<file path="src/rtl/shmem_port_adapter.sv">
// Request front-end for one port of dual_port_ram: valid/ready commands in, raw RAM port out, read data into a response FIFO.
// Latency: RAM drive is combinational; a read's response is visible RD_LATENCY+1 cycles after its command handshake.
// Backpressure: credit based; cmd_ready deasserts once queued plus in-flight reads reach RSP_DEPTH, so the FIFO never overflows.
module shmem_port_adapter #(
    parameter int LOCAL_ADDR_WIDTH = 10,
    parameter int DATA_WIDTH       = 32,
    parameter int RD_LATENCY       = 1,
    parameter int RSP_DEPTH        = 2,
    parameter int STAT_WIDTH       = 16
) (
    input  logic                        clk,
    input  logic                        rst,
    input  logic                        cmd_valid,
    output logic                        cmd_ready,
    input  logic                        cmd_we,
    input  logic [LOCAL_ADDR_WIDTH-1:0] cmd_addr,
    input  logic [DATA_WIDTH-1:0]       cmd_wdata,
    output logic                        rsp_valid,
    input  logic                        rsp_ready,
    output logic [DATA_WIDTH-1:0]       rsp_data,
    output logic                        ram_we,
    output logic [LOCAL_ADDR_WIDTH-1:0] ram_addr,
    output logic [DATA_WIDTH-1:0]       ram_wdata,
    input  logic [DATA_WIDTH-1:0]       ram_rdata,
    output logic [STAT_WIDTH-1:0]       wr_count,
    output logic [STAT_WIDTH-1:0]       rd_count
);

    // Pointer, count and credit widths; outstanding can briefly count FIFO plus a full pipe.
    localparam int PW = (RSP_DEPTH > 1) ? $clog2(RSP_DEPTH) : 1;
    localparam int CW = $clog2(RSP_DEPTH + 1);
    localparam int OW = $clog2(RSP_DEPTH + RD_LATENCY + 1);
    localparam logic [STAT_WIDTH-1:0] STAT_MAX = '1;

    logic [RD_LATENCY-1:0] rd_pipe_q, rd_pipe_d;
    logic [DATA_WIDTH-1:0] fifo_mem_q [RSP_DEPTH];
    logic [PW-1:0]         wr_ptr_q, wr_ptr_d;
    logic [PW-1:0]         rd_ptr_q, rd_ptr_d;
    logic [CW-1:0]         cnt_q, cnt_d;
    logic [STAT_WIDTH-1:0] wr_count_q, wr_count_d;
    logic [STAT_WIDTH-1:0] rd_count_q, rd_count_d;
    logic [OW-1:0]         outstanding;

    logic accept, wr_acc, rd_acc, push, pop;

    assign accept = cmd_valid & cmd_ready;
    assign wr_acc = accept & cmd_we;
    assign rd_acc = accept & ~cmd_we;

    // The read whose bit leaves the last stage has its data on ram_rdata this cycle.
    assign push = rd_pipe_q[RD_LATENCY-1];
    assign pop  = rsp_valid & rsp_ready;

    // Raw RAM port: address/data always pass through, we only on an accepted write.
    assign ram_addr  = cmd_addr;
    assign ram_wdata = cmd_wdata;
    assign ram_we    = wr_acc;

    assign rsp_valid = (cnt_q != '0);
    assign rsp_data  = fifo_mem_q[rd_ptr_q];
    assign wr_count  = wr_count_q;
    assign rd_count  = rd_count_q;

    // Credits from registered state only: queued responses plus reads still in the RAM pipe.
    always_comb begin
        outstanding = OW'(cnt_q);
        for (int i = 0; i < RD_LATENCY; i++) begin
            outstanding = outstanding + OW'(rd_pipe_q[i]);
        end
    end

    assign cmd_ready = ~rst & (outstanding < OW'(RSP_DEPTH));

    // Next state for the read pipe, FIFO pointers/count and saturating statistics.
    always_comb begin
        rd_pipe_d    = '0;
        rd_pipe_d[0] = rd_acc;
        for (int i = 1; i < RD_LATENCY; i++) begin
            rd_pipe_d[i] = rd_pipe_q[i-1];
        end

        // Explicit wrap so non-power-of-two depths work.
        wr_ptr_d = wr_ptr_q;
        if (push) begin
            wr_ptr_d = (wr_ptr_q == PW'(RSP_DEPTH - 1)) ? '0 : wr_ptr_q + PW'(1);
        end
        rd_ptr_d = rd_ptr_q;
        if (pop) begin
            rd_ptr_d = (rd_ptr_q == PW'(RSP_DEPTH - 1)) ? '0 : rd_ptr_q + PW'(1);
        end

        cnt_d = cnt_q;
        case ({push, pop})
            2'b10:   cnt_d = cnt_q + CW'(1);
            2'b01:   cnt_d = cnt_q - CW'(1);
            default: cnt_d = cnt_q;
        endcase

        wr_count_d = wr_count_q;
        if (wr_acc && (wr_count_q != STAT_MAX)) begin
            wr_count_d = wr_count_q + STAT_WIDTH'(1);
        end
        rd_count_d = rd_count_q;
        if (rd_acc && (rd_count_q != STAT_MAX)) begin
            rd_count_d = rd_count_q + STAT_WIDTH'(1);
        end
    end

    // Control state; reset drops in-flight reads and queued responses.
    always_ff @(posedge clk or posedge rst) begin
        if (rst) begin
            rd_pipe_q  <= '0;
            wr_ptr_q   <= '0;
            rd_ptr_q   <= '0;
            cnt_q      <= '0;
            wr_count_q <= '0;
            rd_count_q <= '0;
        end else begin
            rd_pipe_q  <= rd_pipe_d;
            wr_ptr_q   <= wr_ptr_d;
            rd_ptr_q   <= rd_ptr_d;
            cnt_q      <= cnt_d;
            wr_count_q <= wr_count_d;
            rd_count_q <= rd_count_d;
        end
    end

    // Response storage; contents are don't-care until the count says otherwise.
    always_ff @(posedge clk) begin
        if (push) begin
            fifo_mem_q[wr_ptr_q] <= ram_rdata;
        end
    end

    // Credit gating makes a push into a full FIFO impossible; catch it if it ever happens.
    always_ff @(posedge clk) begin
        if (!rst) begin
            assert (!(push && !pop && (cnt_q == CW'(RSP_DEPTH))));
        end
    end

endmodule

</file>
<file path="config.mk">
export PLATFORM = sky130hd
export DESIGN_NAME = shmem_port_adapter
export DESIGN_NICKNAME = d
export VERILOG_FILES = /design/src/rtl/shmem_port_adapter.sv
export SDC_FILE = /design/constraint.sdc
export NUM_CORES = 1
export LEC_CHECK = 0
export CORE_AREA = 2 2 106 108
export CTS_BUF_LIST = sky130_fd_sc_hd__clkbuf_4 sky130_fd_sc_hd__clkbuf_8 sky130_fd_sc_hd__clkbuf_16
export DETAILED_ROUTE_END_ITERATION = 12
export DIE_AREA = 0 0 108 110
export PLACE_DENSITY = 0.8
export SKIP_CTS_REPAIR_TIMING = 1
export SYNTH_ARGS = -nofsm -noshare
export SYNTH_HDL_FRONTEND = slang
export SYNTH_SLANG_ARGS = --single-unit
export TNS_END_PERCENT = 20
</file>
<file path="constraint.sdc">
create_clock -name clk -period 3.1 [get_ports clk]
set_clock_uncertainty 0.05 [all_clocks]
set_input_delay 0.775 -clock clk [delete_from_list [all_inputs] [get_ports clk]]
set_output_delay 0.775 -clock clk [all_outputs]
set_load 0.05 [all_outputs]
</file>
== Yosys cells after proc, flatten, opt, wreduce, memory -nomap -nowiden ==
Memory sizes are Yosys's and may differ from the RTL's.
Cells that the tools add are included.
Storage, ports and cells
  memory bits (writable): 64
  register bits: 37
  input bits: 79
  output and inout port bits: 109
  word-level logic and storage cells: 35
  memories: 1
Operators by class
  $add $sub $neg: 7
  bitwise gates (word level): 7
  reduce and logical (&&, ||, !) cells: 4
  $lt $le $gt $ge: 1
  muxes and demuxes: 5
  eq/ne operators: 4
Memory list
  fifo_mem_q: words 2, bits a word 32, rd ports 1, clocked after memory_dff 0, write ports 1, RTL line 36  | logic [DATA_WIDTH-1:0] fifo_mem_q [RSP_DEPTH];
Operators with widths (count)
  $add A16 B1 Y16 const B: 2
  $ne A16 B16 Y1 const B: 2
  $and A1 B1 Y1: 5
  $mux W1: 4
  $pmux W2 S2: 1
  $reduce_bool A2 Y1: 2
  $add A1 B1 Y1 const B: 2
  $add A2 B1 Y2: 1
  $add A2 B1 Y2 const B: 1
  $eq A2 B1 Y1 const B: 1
  $eq A2 B2 Y1 const B: 1
  $logic_and A1 B1 Y1: 2
  $lt A2 B2 Y1 const B: 1
  $not A1 Y1: 2
  $sub A2 B1 Y2 const B: 1

== Logic depth before layout (Yosys ltp) ==
Gate-level depths: netlist of run 1.
  word-level depth: 6
  mapped depth: 6
  gate-level depth less buffers: 6

== Worst setup path before layout of run 1 ==
Ideal clock, no wire load.
  path type: input to output
  from: in rst
  to: out ram_we
  path slack: 640 ps
  data arrival time: 1635 ps
  path buffers: 0
  data required time: 2275 ps
  stages: 3
  cells stage by stage: and2b_1 > nand4_1 > inv_1
On the way
  word-level cells in the longest chain between the ends: 4
Ends and longest elaborated chain
  start: declaration: RTL line 12  | input logic rst,
  $not A1 Y1: RTL line 72  | assign cmd_ready = ~rst & (outstanding < OW'(RSP_DEPTH));
  $and A1 B1 Y1: RTL line 72
  $and A1 B1 Y1: RTL line 46  | assign accept = cmd_valid & cmd_ready;
  $and A1 B1 Y1: RTL line 47  | assign wr_acc = accept & cmd_we;
  end: declaration: RTL line 21  | output logic ram_we,
Every way passes these cells.

== Worst setup path in the final report of run 1 ==
Same ends and word-level chain as after synthesis.

==> results of run 1 <==
## area by class of cell
class | instances | area [µm²] | share of cell area (%)
clock buffer | 9 | 124 | 2.12
sequential | 101 | 2850 | 48.8
tap | 140 | 175 | 3.00
clock inverter | 7 | 72.6 | 1.24
timing repair buffer | 109 | 1250 | 21.5
multi-input combinational | 163 | 1340 | 23.0
inverter | 5 | 18.8 | 0.322
## Yosys cell counts
cell	n
nor4b_1	1
nor2_1	6
and4_1	6
nand4_1	11
nor3b_1	2
a31oi_1	2
o211ai_1	1
nand2_1	13
and3_2	1
nand4_4	2
buf_4	42
buf_6	2
clkbuf_1	3
buf_2	1
nor4_2	1
nand4b_4	1
and2_1	5
nand3_1	7
a21bo_2	1
nor4_1	9
or2_2	1
nand3b_1	1
nor4_4	2
nor2_2	1
or4_1	1
dfrtp_1	37
and3_1	4
edfxtp_1	64
mux2_2	34
inv_1	5
nor3_1	11
xnor2_1	6
and2b_1	1
xor2_1	28
a21oi_1	1
ha_1	3
## logic make-up after synthesis
family / count (synthesis)
mux: 34
flops: 101
xor+xnor: 34
compound gates: 5
buf+inv: 53
fa+ha+maj: 3
simple gates: 87
## sequential cells by signal (all words and copies together), names as in the netlist
register and count:
rd_ptr_q 1, rd_count 16, fifo_mem_q 64, push 1
cnt_q 2, wr_count 16, wr_ptr_q 1
## per-layer routing
metal / vias to the layer above / GRT usage (%)
met5: - / 0
met4: 0 / 5.13
met2: 97 / 23.0
li1: 1260 / -
met3: 12 / 4.47
met1: 1307 / 19.3
## power breakdown
group	internal, mW	switching, mW
logic	0.775	1.09
clock network	0.376	0.450
registers	1.57	0.109
## critical path: stages
cell,delay (ns)
clkdlybuf4s50_1,0.43
and2b_1,0.32
nand4_1,0.14
inv_1,0.14
buf_12,0.15
## stage by stage
stage	hold WS, ns	util (%)	power, mW	instances
6_report	0.420	54.5	4.36	534
5_1_grt	0.473	54.5	4.56	534
4_1_cts	0.426	54.5	4.42	534
3_5_place_dp	0.413	52.7	3.58	518
3_3_place_gp	0.408	52.7	3.56	518
2_1_floorplan	0.404	-	2.99	317
## worst paths after layout
check                                         from                        to  slack, ns
setup / recovery                               rst                    ram_we       0.31
hold / removal                rd_ptr_q$_DFFE_PP0P_      rd_ptr_q$_DFFE_PP0P_       0.42
setup reg to reg           rd_count[0]$_DFFE_PP0P_   rd_count[1]$_DFFE_PP0P_       1.26
hold reg to reg               rd_ptr_q$_DFFE_PP0P_      rd_ptr_q$_DFFE_PP0P_       0.42
max in group asynchronous                      rst      rd_ptr_q$_DFFE_PP0P_       1.85
min in group asynchronous                      rst  rd_count[14]$_DFFE_PP0P_       0.82
==> flow_summary.yaml, run 1 <==
status:
  result_of_the_run: "completed"
sta:
  worst_slew_pin_slew_ns: 0.943
  fin_crit_sh_pct: 90.0
  maxSlewHeadroom_pct: 37.0
  aggregate_negative_setup_slack_ns: 0
  max_clock_freq_mhz: 359
  final-setup-viol-count: 0
  report.final.slew_viol_count: 0
  timing.final.hold_violations: 0
  timing.final.crit_period_ns: 2.79
  finalWorstSetupSlack_ns: 0.311
  rsz0062_at_grt: "false"
yosys:
  combinational_family_with_the_most_area_after_synthesis: "simple AND/OR/NAND/NOR gates"
  synth_compound_area_share_pct: 0.769
  netlist_top_cells_area: "edfxtp_1 42%, dfrtp_1 20%, mux2_2 8.4%"
  cell_type_with_the_highest_aggregate_area_in_the_netlist: "edfxtp_1"
  postSynthNetCount: 399
  yosys_warnings: 0
  synth_cell_type_count: 36
  synth.area.mux_share_pct: 8.40
  synth.yosys.seq_area_share_pct: 62.5
  synthDominantCellAreaShare_pct: 42.2
  yosys_register_bits: 101
  synth_fa_ha_area_share_pct: 0.824
  yosys.area_share.simple_pct: 12.8
  cell_count_after_synthesis: 317
  synth_area_um2: 4560
  post_synth_xor_area_fraction_pct: 6.53
  synthesis.area_per_instance_um2: 14.4
floorplanning:
  boundaryPins: 188
  floorplan.die.height_um: 110
  dieArea_um2: 11900
  floorplan.initialDensity_pct: 42.6
  fp-row-count: 38
  coreArea_um2: 10700
  die_w_um: 108
grt:
  gr-total-overflow: 0
  first_pass_grt_wire_length_um: 13400
  grt.total_usage_pct: 14.6
  grt_max_degree: 38
  grt_antenna_before_repair: 0
  number_of_global_route_vias_before_repair: 2706
detailed_routing:
  top_layer: "met4"
  routedLengthMet1_um: 3900
  detailroute.via_count: 2676
  detail_route.wl_per_cell_um: 15.9
  drt_pre_antenna_iters: 4
  wl_met3_um: 582
  detail_route.wirelength_um: 8500
  detail_route.drc_violations: 0
  detail-route-antenna-nets: 0
  drt_first_iter_violations: 90
  route.detailed.vias_per_inst: 5.01
  met2_length_um: 3910
cells_and_area:
  fillers: 891
  final_layout_size_suffix_gt1_share_pct: 25.4
  n_antenna_cell: 0
  nNetsFinal: 471
  leading_cell_type_in_the_layout_fill_and_taps_excluded: "clkdlybuf4s50_1"
  post-route-cell-area_um2: 5840
  layout.cells.most_common_list: "69 x clkdlybuf4s50_1, 64 x edfxtp_1, 37 x dfrtp_1, 34 x mux2_2, 28 x xor2_1"
  syn2layout_area_growth_pct: 28.1
placed_design:
  place_area_um2: 5640
  post-place-ws_ns: 0.307
  routabilityCongestion: 0.837
  place.detailed.hpwl_um: 5790
  port-buffer-count: 103
min_path:
  worst_hold_path_type: "reg2reg"
  worstHoldPathCells: 1
cts:
  cts-root-buf: "clkbuf_8"
  clkSlewWorstSetupHoldPaths_ns: 0.09
  cts.path.max_buffers: 2
  clk_sink_count: 101
  h_tree_levels: 3
  tritoncts_clock_tree: "done"
  worstSkewPairLatency_ns: 0.36
  cts_inserted_buffers: 9
worst_setup_path:
  worst_ep_arrival_time_ns: 1.96
  crit_type: "in2out"
  reg2reg_depth: 6
  timing.critical_path.required_ns: 2.27
  critical_path.max_fanout: 5
  worstSetupEndpointType: "output pin"
  worst_setup_path_start_kind: "primary input"
power:
  leakage_nw: 2.34
  vdd_ir_drop_max_mv: 0.438
  power-per-cell-area_nw_per_um2: 748
run:
  cap_violations: 0
Power figures use the tool's default switching activity.
==> run 2, diff against run 1 <==
CORE_AREA = 2 2 105 107   (was 2 2 106 108)
CTS_BUF_LIST = sky130_fd_sc_hd__clkbuf_4 sky130_fd_sc_hd__clkbuf_8   (was sky130_fd_sc_hd__clkbuf_4 sky130_fd_sc_hd__clkbuf_8 sky130_fd_sc_hd__clkbuf_16)
DIE_AREA = 0 0 107 109   (was 0 0 108 110)
PLACE_DENSITY = 0.81   (was 0.8)
==> flow_summary.yaml, run 2 (same netlist as run 1, synthesis figures left out) <==
power:
  power_frac_comb_pct: 42.1
  leakage_nw: 2.28
  pwr-share-seq_pct: 40.0
  power.share.clock_pct: 17.8
  power-per-cell-area_nw_per_um2: 735
  vdd_ir_drop_max_mv: 0.475
  p_switching_mw: 1.63
  overall_power_mw: 4.19
  cell_internal_pwr_mw: 2.56
  p_sw_share_pct: 38.9
cells_and_area:
  largest-register: "fifo_mem_q"
  nNetsFinal: 470
  leading_cell_type_in_the_layout_fill_and_taps_excluded: "clkdlybuf4s50_1"
  finalNonFillerCells: 533
  final_layout_size_suffix_gt1_share_pct: 24.9
  final_core_util_pct: 53.8
  post-route-cell-area_um2: 5710
  n_antenna_cell: 0
  syn2layout_area_growth_pct: 25.2
  layout.cells.most_common_list: "69 x clkdlybuf4s50_1, 64 x edfxtp_1, 37 x dfrtp_1, 34 x mux2_2, 28 x xor2_1"
  largest_reg_flops: 64
detailed_routing:
  detail_route.drc_violations: 0
  drt_first_iter_violations: 96
  wl_met3_um: 602
  met2_length_um: 4030
  drt_pre_antenna_iters: 4
  routedLengthMet1_um: 3770
  detail_route.wirelength_um: 8500
  detail_route.wl_per_cell_um: 16.0
  detail-route-antenna-nets: 0
  top_layer: "met4"
  route.detailed.vias_per_inst: 5.15
  detailroute.via_count: 2745
floorplanning:
  fp-row-count: 38
  boundaryPins: 188
  die_w_um: 107
  dieArea_um2: 11700
  coreArea_um2: 10600
  floorplan.die.height_um: 109
  floorplan.initialDensity_pct: 43.0
cts:
  cts.path.max_buffers: 2
  cts_inserted_buffers: 9
  clkSlewWorstSetupHoldPaths_ns: 0.09
  h_tree_levels: 3
  tritoncts_clock_tree: "done"
  clk_sink_count: 101
  cts-root-buf: "clkbuf_8"
  worstSkewPairLatency_ns: 0.36
sta:
  finalWorstSetupSlack_ns: 0.317
  final-setup-viol-count: 0
  rsz0062_at_grt: "false"
  timing.final.hold_violations: 0
  aggregate_negative_setup_slack_ns: 0
  maxSlewHeadroom_pct: 38.0
  max_clock_freq_mhz: 359
  timing.final.crit_period_ns: 2.78
  fin_crit_sh_pct: 89.8
  report.final.slew_viol_count: 0
  worst_slew_pin_slew_ns: 0.928
  hold-worst-slack_ns: 0.418
worst_setup_path:
  crit_type: "in2out"
  worst_ep_arrival_time_ns: 1.96
  critical_path.max_fanout: 5
  regToRegStartpoint: "rd_count[0]$_DFFE_PP0P_"
  worst_setup_path_start_kind: "primary input"
  startpoint: "rst"
  worstSetupEndpointType: "output pin"
  timing.critical_path.required_ns: 2.27
  regToRegSetupSlack_ns: 0.97
placed_design:
  port-buffer-count: 103
  post-place-ws_ns: 0.312
  placed_instance_count: 517
  place.detailed.hpwl_um: 5820
  routabilityCongestion: 0.853
  place_area_um2: 5530
grt:
  first_pass_grt_wire_length_um: 13800
  grt.total_usage_pct: 15.0
  number_of_global_route_vias_before_repair: 2762
  gr-total-overflow: 0
  grt_antenna_before_repair: 0
  grt_max_degree: 38
min_path:
  hold_path_startpoint: "rd_ptr_q$_DFFE_PP0P_"
  worst_hold_path_type: "reg2reg"
status:
  result_of_the_run: "completed"
run:
  cap_violations: 0
-- run 2: power by group through the flow --
stage	logic [mW]	clock network (mW)	registers, mW
global placement	1.76	0	1.70
finish	1.77	0.747	1.68
CTS	1.79	0.773	1.68
detailed placement	1.78	0	1.71
floorplan	1.13	0	1.86
global route	1.86	0.838	1.70
-- run 2: area by class of cell --
cell class              instances  area (µm²)
fillers                       905        4900
flip-flops and latches        101        2850
multi-input cells             163        1340
repair buffers                108        1150
well taps                     140         175
clock buffers                   9         124
clock inverters                 7        50.0
inverters                       5        18.8
-- run 2: worst max-delay path: stages --
cell and delay, ns:
clkdlybuf4s50_1 0.43, and2b_1 0.31, nand4_1 0.15, inv_1 0.15
buf_12 0.15
-- run 2: worst paths after layout --
path                                      endpoint  cells after the start
max                                         ram_we                      5
min                           rd_ptr_q$_DFFE_PP0P_                      1
max reg2reg                rd_count[7]$_DFFE_PP0P_                      6
min reg2reg                   rd_ptr_q$_DFFE_PP0P_                      1
max in group asynchronous  wr_count[8]$_DFFE_PP0P_                      3
min in group asynchronous  rd_count[4]$_DFFE_PP0P_                      3
-- run 2: metal layers --
layer  vias up  track usage [%]
met4         0             5.01
met5         -                0
met3        14             5.14
met2       123             24.4
li1       1254                -
met1      1354             19.0
==> run 3, diff against run 2 <==
MAX_ROUTING_LAYER = met4   (was unset)
RECOVER_POWER = 25   (was unset)
==> flow_summary.yaml, run 3 (same netlist as run 1, synthesis figures left out) <==
status:
  result_of_the_run: "completed"
placed_design:
  routabilityCongestion: 0.866
  place.detailed.hpwl_um: 5820
  placed_instance_count: 517
  port-buffer-count: 103
detailed_routing:
  route.detailed.vias_per_inst: 5.15
  drt_pre_antenna_iters: 4
  detail-route-antenna-nets: 0
  drt_first_iter_violations: 87
  detailroute.via_count: 2743
  detail_route.wl_per_cell_um: 15.9
  detail_route.drc_violations: 0
  detail_route.wirelength_um: 8460
power:
  power.share.clock_pct: 17.9
  p_sw_share_pct: 39.0
  p_switching_mw: 1.63
  leakage_nw: 2.29
  overall_power_mw: 4.18
  pwr-share-seq_pct: 40.1
  power-per-cell-area_nw_per_um2: 733
  vdd_ir_drop_max_mv: 0.475
  power_frac_comb_pct: 42.0
  cell_internal_pwr_mw: 2.55
cells_and_area:
  final_layout_size_suffix_gt1_share_pct: 24.9
  largest-register: "fifo_mem_q"
  leading_cell_type_in_the_layout_fill_and_taps_excluded: "edfxtp_1"
  syn2layout_area_growth_pct: 25.2
  layout.cells.most_common_list: "64 x edfxtp_1, 37 x dfrtp_1, 37 x clkdlybuf4s50_1, 34 x mux2_2, 32 x dlygate4sd3_1"
  nNetsFinal: 470
  largest_reg_flops: 64
  finalNonFillerCells: 533
  n_antenna_cell: 0
sta:
  hold-worst-slack_ns: 0.418
  fin_crit_sh_pct: 89.8
  timing.final.hold_violations: 0
  timing.final.crit_period_ns: 2.78
  aggregate_negative_setup_slack_ns: 0
  maxSlewHeadroom_pct: 38.0
  worst_slew_pin_slew_ns: 0.928
  rsz0062_at_grt: "false"
  report.final.slew_viol_count: 0
  max_clock_freq_mhz: 359
  final-setup-viol-count: 0
grt:
  grt_antenna_before_repair: 0
  number_of_global_route_vias_before_repair: 2760
  grt.total_usage_pct: 15.5
  global_route.usage.met2_pct: 24.5
  grt.met3_usage_pct: 4.96
  grt_peak_use_layer: "met2"
  grt_max_degree: 38
  first_pass_grt_wire_length_um: 13700
  gr-total-overflow: 0
  gr-usage-met1_pct: 19.1
floorplanning:
  die_w_um: 107
  boundaryPins: 188
  floorplan.die.height_um: 109
  dieArea_um2: 11700
  fp-row-count: 38
  floorplan.initialDensity_pct: 43.0
  coreArea_um2: 10600
cts:
  tritoncts_clock_tree: "done"
  clk_sink_count: 101
  cts_inserted_buffers: 9
  worstSkewPairLatency_ns: 0.36
  clkSlewWorstSetupHoldPaths_ns: 0.09
  cts-root-buf: "clkbuf_8"
  cts.path.max_buffers: 2
  h_tree_levels: 3
min_path:
  worst_hold_path_type: "reg2reg"
  hold_path_startpoint: "rd_ptr_q$_DFFE_PP0P_"
run:
  cap_violations: 0
worst_setup_path:
  worst_setup_path_start_kind: "primary input"
  crit_type: "in2out"
  timing.critical_path.required_ns: 2.27
  regToRegStartpoint: "rd_count[0]$_DFFE_PP0P_"
  worst_ep_arrival_time_ns: 1.96
  worstSetupEndpointType: "output pin"
  startpoint: "rst"
  critical_path.max_fanout: 5
[run 3: layer usage]
metal	routed length [µm]	vias to the layer above
li1	-	1257
met1	3650	1346
met2	4080	127
met3	616	13
met4	109	0
met5	0	-
[run 3: path summary, 6_finish.rpt]
| kind | slack (ns) | to | depth (start not counted) |
|---|---|---|---|
| worst max-delay path | 0.32 | ram_we | 5 |
| worst min-delay path | 0.42 | rd_ptr_q$_DFFE_PP0P_ | 1 |
| worst max register to register | 0.97 | rd_count[7]$_DFFE_PP0P_ | 6 |
| worst min register to register | 0.42 | rd_ptr_q$_DFFE_PP0P_ | 1 |
| max in group asynchronous | 1.43 | rd_ptr_q$_DFFE_PP0P_ | 3 |
| min in group asynchronous | 0.99 | rd_count[4]$_DFFE_PP0P_ | 3 |
[run 3: cell type report]
| type | instances | area, µm² |
|---|---|---|
| fill | 906 | 4900 |
| sequential | 101 | 2850 |
| multi-input combinational | 163 | 1340 |
| timing repair buffer | 108 | 1140 |
| tap | 140 | 175 |
| clock buffer | 9 | 124 |
| clock inverter | 7 | 50.0 |
| inverter | 5 | 18.8 |
[run 3: power groups by stage]
stage	Clock, mW	Combinational [mW]	Sequential [mW]
floorplan	0	1.13	1.86
global placement	0	1.76	1.70
detailed placement	0	1.78	1.71
CTS	0.773	1.79	1.68
global route	0.837	1.85	1.70
finish	0.747	1.76	1.68
[run 3: critical path, cell delays in order]
cell	delay, ns
clkdlybuf4s50_1	0.43
and2b_1	0.31
nand4_1	0.15
inv_1	0.15
buf_12	0.15
[run 3: per-stage QoR]
stage | setup WS, ns | utilization, % | area (µm²)
final | 0.317 | 53.8 | 5700
after global routing | 0.211 | 53.8 | 5700
after CTS | 0.299 | 53.8 | 5710
after detailed placement | 0.312 | 52.2 | 5530
after global placement | 0.341 | 52.2 | 5530
after floorplan | 0.640 | - | 4560
